$ cat config.mk
export PLATFORM = sky130hd
export DESIGN_NAME = memory_port_arbiter
export DESIGN_NICKNAME = d
export VERILOG_FILES = /design/src/rtl/memory_arbiter_pkg.sv /design/src/rtl/arb_rr_select.sv /design/src/rtl/memory_port_arbiter.sv
export SDC_FILE = /design/constraint.sdc
export NUM_CORES = 1
export LEC_CHECK = 0
export CAP_MARGIN = 20
export CORE_ASPECT_RATIO = 0.7
export CORE_MARGIN = 10
export CORE_UTILIZATION = 38
export DETAILED_ROUTE_END_ITERATION = 7
export DONT_BUFFER_PORTS = 1
export GPL_ROUTABILITY_DRIVEN = 1
export PLACE_DENSITY_LB_ADDON = 0.1
export SYNTH_ARGS = -nofsm -noshare
export SYNTH_HDL_FRONTEND = slang
export SYNTH_SLANG_ARGS = --single-unit
$ cat constraint.sdc
create_clock -name clk -period 8.2 [get_ports clk]
set_clock_uncertainty 0.05 [all_clocks]
set_input_delay 1.64 -clock clk [delete_from_list [all_inputs] [get_ports clk]]
set_output_delay 1.64 -clock clk [all_outputs]
set_load 0.03 [all_outputs]
$ cat src/rtl/memory_arbiter_pkg.sv
// Shared types for the memory port arbiter.
//   arbState_t : arbiter FSM state encoding
//   owner_t    : port owner encoding (0 none, 1 CPU, 2 SCP), also the
//                value driven on the arbiter's owner output
package memory_arbiter_pkg;

  typedef enum logic [1:0] {
    ST_IDLE  = 2'd0,
    ST_ISSUE = 2'd1,
    ST_WAIT  = 2'd2,
    ST_DONE  = 2'd3
  } arbState_t;

  typedef enum logic [1:0] {
    OWN_NONE = 2'd0,
    OWN_CPU  = 2'd1,
    OWN_SCP  = 2'd2
  } owner_t;

  localparam int DATA_W = 32;
  localparam int CNT_W  = 3;

  // The requester that did not get the previous grant.
  function automatic owner_t otherOwner(input owner_t o);
    return (o == OWN_CPU) ? OWN_SCP : OWN_CPU;
  endfunction

endpackage

$ cat src/rtl/arb_rr_select.sv
// Two-way round-robin winner select (purely combinational).
//   cpuElig   in  1 : CPU request is eligible this cycle
//   scpElig   in  1 : SCP request is eligible this cycle
//   lastGrant in  2 : requester granted most recently
//   winner    out 2 : OWN_NONE when nobody is eligible
module arb_rr_select
  import memory_arbiter_pkg::*;
(
  input  logic   cpuElig,
  input  logic   scpElig,
  input  owner_t lastGrant,
  output owner_t winner
);

  always_comb begin
    winner = OWN_NONE;
    if (cpuElig && scpElig) begin
      winner = otherOwner(lastGrant);
    end else if (cpuElig) begin
      winner = OWN_CPU;
    end else if (scpElig) begin
      winner = OWN_SCP;
    end
  end

endmodule

$ cat src/rtl/memory_port_arbiter.sv
// Arbitrates a single memory port between the CPU and the serial command
// processor (SCP). One transaction at a time; round-robin on contention.
//   clk, rst                       : clock, async active-high reset
//   cpu_req/we/addr/wdata          : CPU request (held until cpu_ack)
//   cpu_ack/cpu_rdata              : CPU completion pulse / last read data
//   scp_*                          : same set for the SCP
//   cpu_halt                       : CPU held in reset, its requests ignored
//   mem_we/re/addr/wdata/rdata     : memory port, read data valid
//                                    READ_LATENCY cycles after mem_re issue
//   owner                          : current grant (0 none, 1 CPU, 2 SCP)
//
// state    | meaning
// ---------+-----------------------------------------------------------
// ST_IDLE  | port free, owner=0; latch winner and its request fields
// ST_ISSUE | drive latched request; write strobe or first read cycle
// ST_WAIT  | hold mem_re, count down read latency, capture read data
// ST_DONE  | one-cycle ack pulse to the owner
module memory_port_arbiter
  import memory_arbiter_pkg::*;
#(
  parameter int READ_LATENCY = 1,
  parameter int ADDR_W       = 32
) (
  input  logic              clk,
  input  logic              rst,
  input  logic              cpu_req,
  input  logic              cpu_we,
  input  logic [ADDR_W-1:0] cpu_addr,
  input  logic [DATA_W-1:0] cpu_wdata,
  output logic              cpu_ack,
  output logic [DATA_W-1:0] cpu_rdata,
  input  logic              scp_req,
  input  logic              scp_we,
  input  logic [ADDR_W-1:0] scp_addr,
  input  logic [DATA_W-1:0] scp_wdata,
  output logic              scp_ack,
  output logic [DATA_W-1:0] scp_rdata,
  input  logic              cpu_halt,
  output logic              mem_we,
  output logic              mem_re,
  output logic [ADDR_W-1:0] mem_addr,
  output logic [DATA_W-1:0] mem_wdata,
  input  logic [DATA_W-1:0] mem_rdata,
  output logic [1:0]        owner
);

  // ISSUE already accounts for one latency cycle, so WAIT counts down
  // from READ_LATENCY-1 and captures on terminal count zero.
  localparam logic [CNT_W-1:0] WAIT_LOAD = CNT_W'(READ_LATENCY - 1);

  arbState_t         state, stateNext;
  owner_t            ownerQ, lastGrant, winner;
  logic              latWe;
  logic [ADDR_W-1:0] latAddr;
  logic [DATA_W-1:0] latWdata;
  logic [CNT_W-1:0]  waitCnt;
  logic [DATA_W-1:0] cpuRdataQ, scpRdataQ;
  logic              cpuElig, scpElig;

  assign cpuElig = cpu_req & ~cpu_halt;
  assign scpElig = scp_req;

  arb_rr_select uSelect (
    .cpuElig   (cpuElig),
    .scpElig   (scpElig),
    .lastGrant (lastGrant),
    .winner    (winner)
  );

  always_ff @(posedge clk or posedge rst) begin
    if (rst) begin
      state <= ST_IDLE;
    end else begin
      state <= stateNext;
    end
  end

  always_comb begin
    stateNext = state;
    mem_we    = 1'b0;
    mem_re    = 1'b0;
    mem_addr  = '0;
    mem_wdata = '0;
    cpu_ack   = 1'b0;
    scp_ack   = 1'b0;
    case (state)
      ST_IDLE: begin
        if (winner != OWN_NONE) stateNext = ST_ISSUE;
      end
      ST_ISSUE: begin
        mem_addr  = latAddr;
        mem_wdata = latWdata;
        if (latWe) begin
          mem_we    = 1'b1;
          stateNext = ST_DONE;
        end else begin
          mem_re    = 1'b1;
          stateNext = ST_WAIT;
        end
      end
      ST_WAIT: begin
        mem_re    = 1'b1;
        mem_addr  = latAddr;
        mem_wdata = latWdata;
        if (waitCnt == '0) stateNext = ST_DONE;
      end
      ST_DONE: begin
        cpu_ack   = (ownerQ == OWN_CPU);
        scp_ack   = (ownerQ == OWN_SCP);
        stateNext = ST_IDLE;
      end
      default: stateNext = ST_IDLE;
    endcase
  end

  // Request latch, grant history, latency timer and read-data registers.
  always_ff @(posedge clk or posedge rst) begin
    if (rst) begin
      ownerQ    <= OWN_NONE;
      lastGrant <= OWN_CPU;
      latWe     <= 1'b0;
      latAddr   <= '0;
      latWdata  <= '0;
      waitCnt   <= '0;
      cpuRdataQ <= '0;
      scpRdataQ <= '0;
    end else begin
      case (state)
        ST_IDLE: begin
          if (winner != OWN_NONE) begin
            ownerQ    <= winner;
            lastGrant <= winner;
            latWe     <= (winner == OWN_CPU) ? cpu_we    : scp_we;
            latAddr   <= (winner == OWN_CPU) ? cpu_addr  : scp_addr;
            latWdata  <= (winner == OWN_CPU) ? cpu_wdata : scp_wdata;
          end
        end
        ST_ISSUE: begin
          waitCnt <= WAIT_LOAD;
        end
        ST_WAIT: begin
          if (waitCnt == '0) begin
            if (ownerQ == OWN_CPU) cpuRdataQ <= mem_rdata;
            if (ownerQ == OWN_SCP) scpRdataQ <= mem_rdata;
          end else begin
            waitCnt <= waitCnt - 3'd1;
          end
        end
        ST_DONE: begin
          ownerQ <= OWN_NONE;
        end
        default: ;
      endcase
    end
  end

  assign cpu_rdata = cpuRdataQ;
  assign scp_rdata = scpRdataQ;
  assign owner     = ownerQ;

endmodule
==> results.md, run 1 <==
- The area after detailed placement is 0.00761 sq mm.
- Based on the critical path, the design can be clocked at up to 0.237 GHz.
- The type of the most critical hold path is flop to flop.
- The number of hold-repair buffers added at the cts stage is 0.
- 301 I/O pins were placed.
- The clock sink count is around 140.
- The critical path data arrival time is 2.53 ns.
- After synthesis, the largest area contributor takes up 45.5% of total cell area.
- The depth of the worst hold-timing path is 1.
- The H-tree was split into 4 levels.
- The setup check on the worst reg-to-reg path leaves a slack of 5.79 ns.
- The clock passes through at most 2 buffers.
- Of the total power, the share spent switching nets is 51.9%.
- The routability-driven placement congestion ratio is just under 0.8.
- After the first detailed-routing iteration, the DRC count stood at 400.
- In the synthesized netlist the dominant register cell turns out to be sky130_fd_sc_hd__dfrtp_1.
- The count of port buffers added during placement is 0.
- The clock latency of the later-clocked register in the worst-skew pair is 0.41 ns.
- The cell area that synthesis handed to floorplanning was around 0.0075 sq mm.
- The max-slew violation count is 0.
- The residual overflow from global routing is 0.
- After routing the design area is 0.00826 sq mm.
- TritonCTS built the clock tree.
- After detailed routing, the number of vias per cell comes to approximately 5.7.
- The x dimension of the die is 188 um.
- Row generation in the floorplan step produced 43 rows.
- Cells fill 42.1% of the core in the end.
- The via count of the first global-routing pass is 5,752.
- Yosys mapped the design onto 40 distinct sky130hd cell types.
- The commonest cells after synthesis are sky130_fd_sc_hd__dfrtp_1 (137), sky130_fd_sc_hd__inv_1 (74), sky130_fd_sc_hd__mux2_2 (67).
- Setup repair after global routing left no endpoint under its margin.
- The analysis attributes to net switching a power of 2080 uW.
- STA classifies the critical path endpoint as an output pin.
- The final wirelength is 23.6 mm.
- Once detail routing completed, the nets flagged for antenna violations numbered 0.
- STA classifies the critical path startpoint as a flop.
- The internal portion of the total power is 1920 uW.
- The share of layout cells above drive strength 1 is between 10% and 20%.
- The synthesized area per cell is approximately 10 sq um.
- After legalization and detailed placement, the total HPWL measured 16.3 mm.
- In the synthesized netlist, the number of instances is 725.
- The endpoint of the most critical register-to-register path is latWdata[29]$_DFFE_PP0P_.
- After routing, the total negative slack on setup checks comes to 0 ns.
- From bottom edge to top edge, the die measures 138 um.
- The largest fanout on the critical path is 66.
- The worst reg2reg path depth is 4.
- The hold path startpoint is waitCnt[0]$_DFFE_PP0P_.
- The largest total area in the synthesized netlist belongs to sky130_fd_sc_hd__dfrtp_1.
- The flip-flop and latch count after synthesis is 138.
- The area growth from synthesis to layout is 9.56%.
- Once placement completed, the tool counted placed cells totaling 924.
- The flow ran to the end, and the final reports show no timing, DRC or antenna violations.
- Dividing the final minimum period by the clock period gives 51.5%.
- The analysis attributes to cell leakage a power of 0.00374 uW.
- IR analysis of the VDD net gives a maximum drop of 0.199 mV.
- The post-cts repair resize count is 0.
- The tightest slew margin relative to the limit is 30.2%.
- The routed design could run at a clock period as short as 4.22 ns.
- In the post-synthesis netlist, the cell with the most instances is sky130_fd_sc_hd__dfrtp_1.
- The initial antenna violation count is 14.
- Summing the sequential cell areas from Yosys gives 45.8% of the chip area.
- Setup violations remaining at the end of the flow were counted as 0.
- The hold path endpoint is waitCnt[0]$_DFFE_PP0P_.
- The initial core utilization is 38.4%.
- After clock tree synthesis, the clock-pin slew on the worst setup and hold paths is about 0.070 ns.
- The post-synth net total is 900.
- The fraction of registers with async set/reset is 100%.
- The origin of the critical flop-to-flop path is lastGrant[0]$_DFFE_PP1P_.
- The type of the worst setup path is flop to output pin.
- Ranked by total cell area, the synthesized netlist is headed by sky130_fd_sc_hd__dfrtp_1 (45%), sky130_fd_sc_hd__mux2_2 (10%), sky130_fd_sc_hd__a221oi_1 (7.3%).
- The total routing usage reported by global routing is ~18%.
- The number of iterations in the first detailed-routing pass is 4.
- The number of warnings printed during yosys synthesis is 0.
- The remaining design rule violation count is 0.
- Max-cap violations in this run came to 0.
- The wire length per cell is 24.3 um.
- Entering global routing, the biggest net connects 88 pins.
- The count of vias placed by the detailed router is 5,572.
- The number of clock buffers inserted by TritonCTS is 17.
- Combinational logic burns between 40% and 50% of the power.
- Hold is met by 0.436 ns.
- The count of cells in the finished layout, fillers not included, comes to 971.
- In this run, the clock network consumes 18.5% of the power.
- The root buffer cell chosen for the clock tree is sky130_fd_sc_hd__clkbuf_16.
- The number of nets in the final layout is 850.
- The final-report hold violation count came to 0.
- Sequential cells account for 39.5% of the total power.
- At the worst endpoint, the required time is 6.51 ns.
- The die covers 0.0260 sq mm.
- The number of synthesized flops with an enable pin is 0.
- The first global-routing pass estimated 35.6 mm of wire.
- For the pin with the worst max-slew slack, the measured transition is 1.04 ns.
- The core region area is 0.0196 sq mm.
- The number of setup buffers added after CTS is 0.
- The power density over cell area is 484 mW/mm^2.
[worst max path at each step]
stage,from,endpoint,slack (ns),cells past startpoint
2_1_floorplan,rst,cpu_rdata[0]$_DFFE_PP0P_,2.82,1
3_3_place_gp,cpu_halt,lastGrant[1]$_DFFE_PP0P_,4.47,4
3_5_place_dp,state[1]$_DFFE_PP0P_,mem_re,4.36,3
4_1_cts,state[1]$_DFFE_PP0P_,mem_re,3.91,3
5_1_grt,state[1]$_DFFE_PP0P_,mem_re,3.80,3
6_report,state[0]$_DFFE_PP0P_,mem_re,3.98,3
[registers in the layout, summed over array words and instances, names as in the netlist]
signal,flops
latWdata,32
scp_rdata,32
waitCnt,3
latAddr,32
owner,2
lastGrant,2
latWe,1
cpu_rdata,32
state,2
[cells by family after synthesis]
family	synth area share, %
buffers and inverters	8.45
AO/OA/AOI/OAI	19.8
multiplexers	10.1
flip-flops	45.8
AND/OR/NAND/NOR	14.5
adder cells (fa/ha/maj)	1.33
[critical path, cell delays in order, from the launching register on]
cell and delay [ns]:
sky130_fd_sc_hd__dfrtp_1 0.41, sky130_fd_sc_hd__inv_1 0.13, sky130_fd_sc_hd__ha_2 0.98, sky130_fd_sc_hd__nor2b_1 0.59
[per-stage QoR]
stage / setup WS, ns / total power [uW]
after global routing: 3.80 / 4240
after floorplan: 2.82 / 2980
after global placement: 4.47 / 3260
after CTS: 3.91 / 4060
final: 3.98 / 4000
after detailed placement: 4.36 / 3300
[routing by layer]
layer / global-route usage (%) / part of all wire [%]
met5: 0 / 0.11
met3: 7.71 / 9.4
met2: 27.4 / 46
met4: 5.01 / 1.1
met1: 21.7 / 43
[cells in the final DEF, fill, tap and decap left out, types with 4 or more instances in the layout]
cell	netlist	routed
sky130_fd_sc_hd__inv_6	0	6
sky130_fd_sc_hd__nor2_1	6	6
sky130_fd_sc_hd__a22oi_1	66	66
sky130_fd_sc_hd__dfrtp_1	137	137
sky130_fd_sc_hd__and3b_1	59	58
sky130_fd_sc_hd__ha_1	8	7
sky130_fd_sc_hd__diode_2	0	13
sky130_fd_sc_hd__inv_8	0	4
sky130_fd_sc_hd__and3b_2	7	8
sky130_fd_sc_hd__clkbuf_16	0	17
sky130_fd_sc_hd__and2_1	66	66
sky130_fd_sc_hd__buf_4	1	8
sky130_fd_sc_hd__o21ai_0	65	65
sky130_fd_sc_hd__a221oi_1	63	63
sky130_fd_sc_hd__inv_1	74	72
sky130_fd_sc_hd__mux2_2	67	67
[power by group through the flow]
| stage | clock network (uW) | logic (uW) | registers, uW |
|---|---|---|---|
| floorplan | 0 | 1490 | 1490 |
| global placement | 0 | 1660 | 1600 |
| detailed placement | 0 | 1700 | 1600 |
| CTS | 766 | 1700 | 1590 |
| global route | 797 | 1820 | 1620 |
| finish | 742 | 1680 | 1580 |
[area by class of cell]
cell class                 instances  area (sq um)
multi-input combinational        433          3470
antenna                           13          32.5
fill                            1880         11400
clock inverter                    15           149
timing repair buffer              10           108
sequential                       138          3450
tap                              270           338
inverter                          75           287
clock buffer                      17           425
Note: power is estimated with default switching activity, not from simulation.
==> inputs of run 2 (changes only) <==
==> constraint.sdc (replaced) <==
create_clock -name clk -period 4.1 [get_ports clk]
set_clock_uncertainty 0.05 [all_clocks]
set_input_delay 0.82 -clock clk [delete_from_list [all_inputs] [get_ports clk]]
set_output_delay 0.82 -clock clk [all_outputs]
set_load 0.03 [all_outputs]
==> results.md, run 2 (same netlist as run 1, synthesis figures left out) <==
- At the worst endpoint, the required time is roughly 3.2 ns.
- The number of hold-repair buffers added at the cts stage is 0.
- The clock latency of the later-clocked register in the worst-skew pair is 0.42 ns.
- TritonCTS built the clock tree.
- The initial core utilization is 38.4%.
- The clock input transition at the sequential cells of the worst setup and hold paths is 0.07 ns.
- The remaining design rule violation count is 0.
- Post-CTS timing repair inserted 0 buffers for setup.
- The path class of the tightest hold or removal check is primary input to asynchronous set/reset pin.
- The commonest non-fill, non-tap cell in the layout is sky130_fd_sc_hd__dfrtp_1.
- Counting the buffers created by CTS gives 17.
- Global routing finished with a remaining overflow of 0.
- The count of endpoints failing setup in the final report is 0.
- The count of port buffers added during placement is 0.
- The highest clock frequency the design can meet is 0.293 GHz.
- Cells with a size suffix above 1 make up 19.0% of the layout.
- The endpoint of the most critical register-to-register path is latWdata[0]$_DFFE_PP0P_.
- The run finished with clean final reports.
- The area of the die is 0.0260 sq mm.
- Max-cap violations in this run came to 0.
- The cell at the root of the clock tree is sky130_fd_sc_hd__clkbuf_16.
- Of all nets on the critical path, the largest fanout is 42.
- The via count of the first global-routing pass is 5,824.
- The count of vias placed by the detailed router is ~5,700.
- The level count of the clock H-tree is 4.
- The via-per-instance ratio is 5.82.
- At the pin with the least slew margin, the transition time is roughly 1.1 ns.
- The detailed router finished its first iteration with 363 violations.
- The origin of the critical flop-to-flop path is lastGrant[0]$_DFFE_PP1P_.
- The total routing usage reported by global routing is 18.1%.
- For this design the top-level I/O count stands at 301.
- The aggregate negative setup slack is 0 ns.
- The number of buffers between clock root and the deepest sink is 2.
- The x dimension of the die is 188 um.
- Fill cells in the final layout number 1,870.
- The tightest slew margin relative to the limit is 27.0%.
- The area taken by flip-flops and latches is about 0.0035 sq mm.
- Traced cell by cell, the critical path runs through inv_1, ha_2, buf_4, and2_1.
- The initial antenna violation count came to 14.
- For the worst flop-to-flop path, the logic depth is 4.
- The worst setup path is captured at an output pin.
- The core region area is 0.0196 sq mm.
- The type of the worst setup path is flop to output pin.
- The clock drives about 140 sinks.
- The startpoint kind of the worst setup timing path is a flop.
- The first global-routing pass estimated between 30 and 40 mm of wire.
- The pin count of the biggest net entering global routing is 110.
- The critical path data arrival time is 2.54 ns.
- The highest cell delay on the worst timing path is 0.85 ns.
- The multi-input combinational cells in the finished layout cover a total of roughly 0.0035 sq mm.
- Routability-driven placement finished with a final weighted congestion of around 0.79.
- The row count is 43.
- For this design the ratio of total power to cell area is around 980 mW/mm^2.
- Setup repair after global routing left no endpoint under its margin.
- The placement-stage worst setup slack is 1.12 ns.
- The remaining antenna violation count after routing is 0.
- The number of buffers and inverters on the critical path is 2.
- The die span in y is approximately 140 um.
- The final-report hold violation count is 0.
- In this run the register-to-register setup slack is 1.65 ns.
- The net count of the finished layout is 856.
- The number of iterations in the first detailed-routing pass is 4.
- After layout, the worst setup slack is 0.686 ns.
- The worst path in the final design needs a cycle of 3.41 ns, including I/O delays and setup.
- The max-slew violation count is 0.
- Dividing the detail-routed wire length by the instance count gives roughly 25 um.
- The slowest stage of the critical path belongs to the cell sky130_fd_sc_hd__ha_2.
- In this design, the largest share of critical-path delay is due to adder cells.
- Across the VDD grid, the largest voltage drop is 0.362 mV.
- The area growth from synthesis to layout is 11.6%.
- Wires add up to 24.6 mm.
- The analysis attributes to cell leakage a power of between 0.003 and 0.004 uW.
- Leaving out fill and tap cells, the most frequent cells in the layout are sky130_fd_sc_hd__dfrtp_1 (137), sky130_fd_sc_hd__inv_1 (72), sky130_fd_sc_hd__mux2_2 (67).
- The sum of net half-perimeters after detailed placement is 17.0 mm.
- In the finished design, the share of the clock period the worst path needs comes to between 80% and 90%.
- The post-cts repair resize count is 0.
- Cells fill 42.9% of the core in the end.
[run 2: layout make-up]
class | instances | area share (%)
Sequential cell | 138 | 41.0
Timing Repair Buffer | 16 | 2.41
Inverter | 75 | 3.39
Clock buffer | 17 | 5.05
Antenna cell | 9 | 0.268
Multi-Input combinational cell | 433 | 41.2
Tap cell | 270 | 4.01
Clock inverter | 15 | 2.65
[run 2: per-layer routing]
layer  vias to the layer above  share of wire (%)  track usage [%]
met5                         -               0.28                0
met4                        10                1.0             5.10
met3                        24                9.4             8.04
met2                       240                 47             28.4
met1                      2839                 42             22.3
li1                       2546                  -                -
[run 2: worst max path at each step]
stage | start | endpoint | cells past startpoint
floorplan | rst | cpu_rdata[0]$_DFFE_PP0P_ | 1
detailed placement | state[1]$_DFFE_PP0P_ | mem_addr[4] | 4
CTS | state[1]$_DFFE_PP0P_ | mem_wdata[21] | 4
finish | state[1]$_DFFE_PP0P_ | mem_wdata[21] | 4
global route | state[1]$_DFFE_PP0P_ | mem_wdata[26] | 4
global placement | state[1]$_DFFE_PP0P_ | mem_wdata[26] | 4
[run 2: through the flow]
step	total power [uW]	area [sq um]	hold WS (ns)	cells
after floorplan	5960	7540	0.390	725
after global placement	6590	7660	0.405	928
after detailed placement	6690	7700	0.417	930
after CTS	8400	8350	0.425	962
after global routing	8750	8410	0.103	969
final	8290	8420	0.120	973
[run 2: power breakdown]
group          switching, uW  internal, uW  total [uW]
combinational           2420          1050        3470
clock                    684           994        1680
sequential              1120          2020        3140
[run 2: worst reg2reg max path: stages, from the launching register on]
cell                       delay, ns
sky130_fd_sc_hd__dfstp_2        0.54
sky130_fd_sc_hd__nand3b_1       0.73
sky130_fd_sc_hd__buf_4          0.55
sky130_fd_sc_hd__a221oi_1       0.34
sky130_fd_sc_hd__a22oi_1        0.12
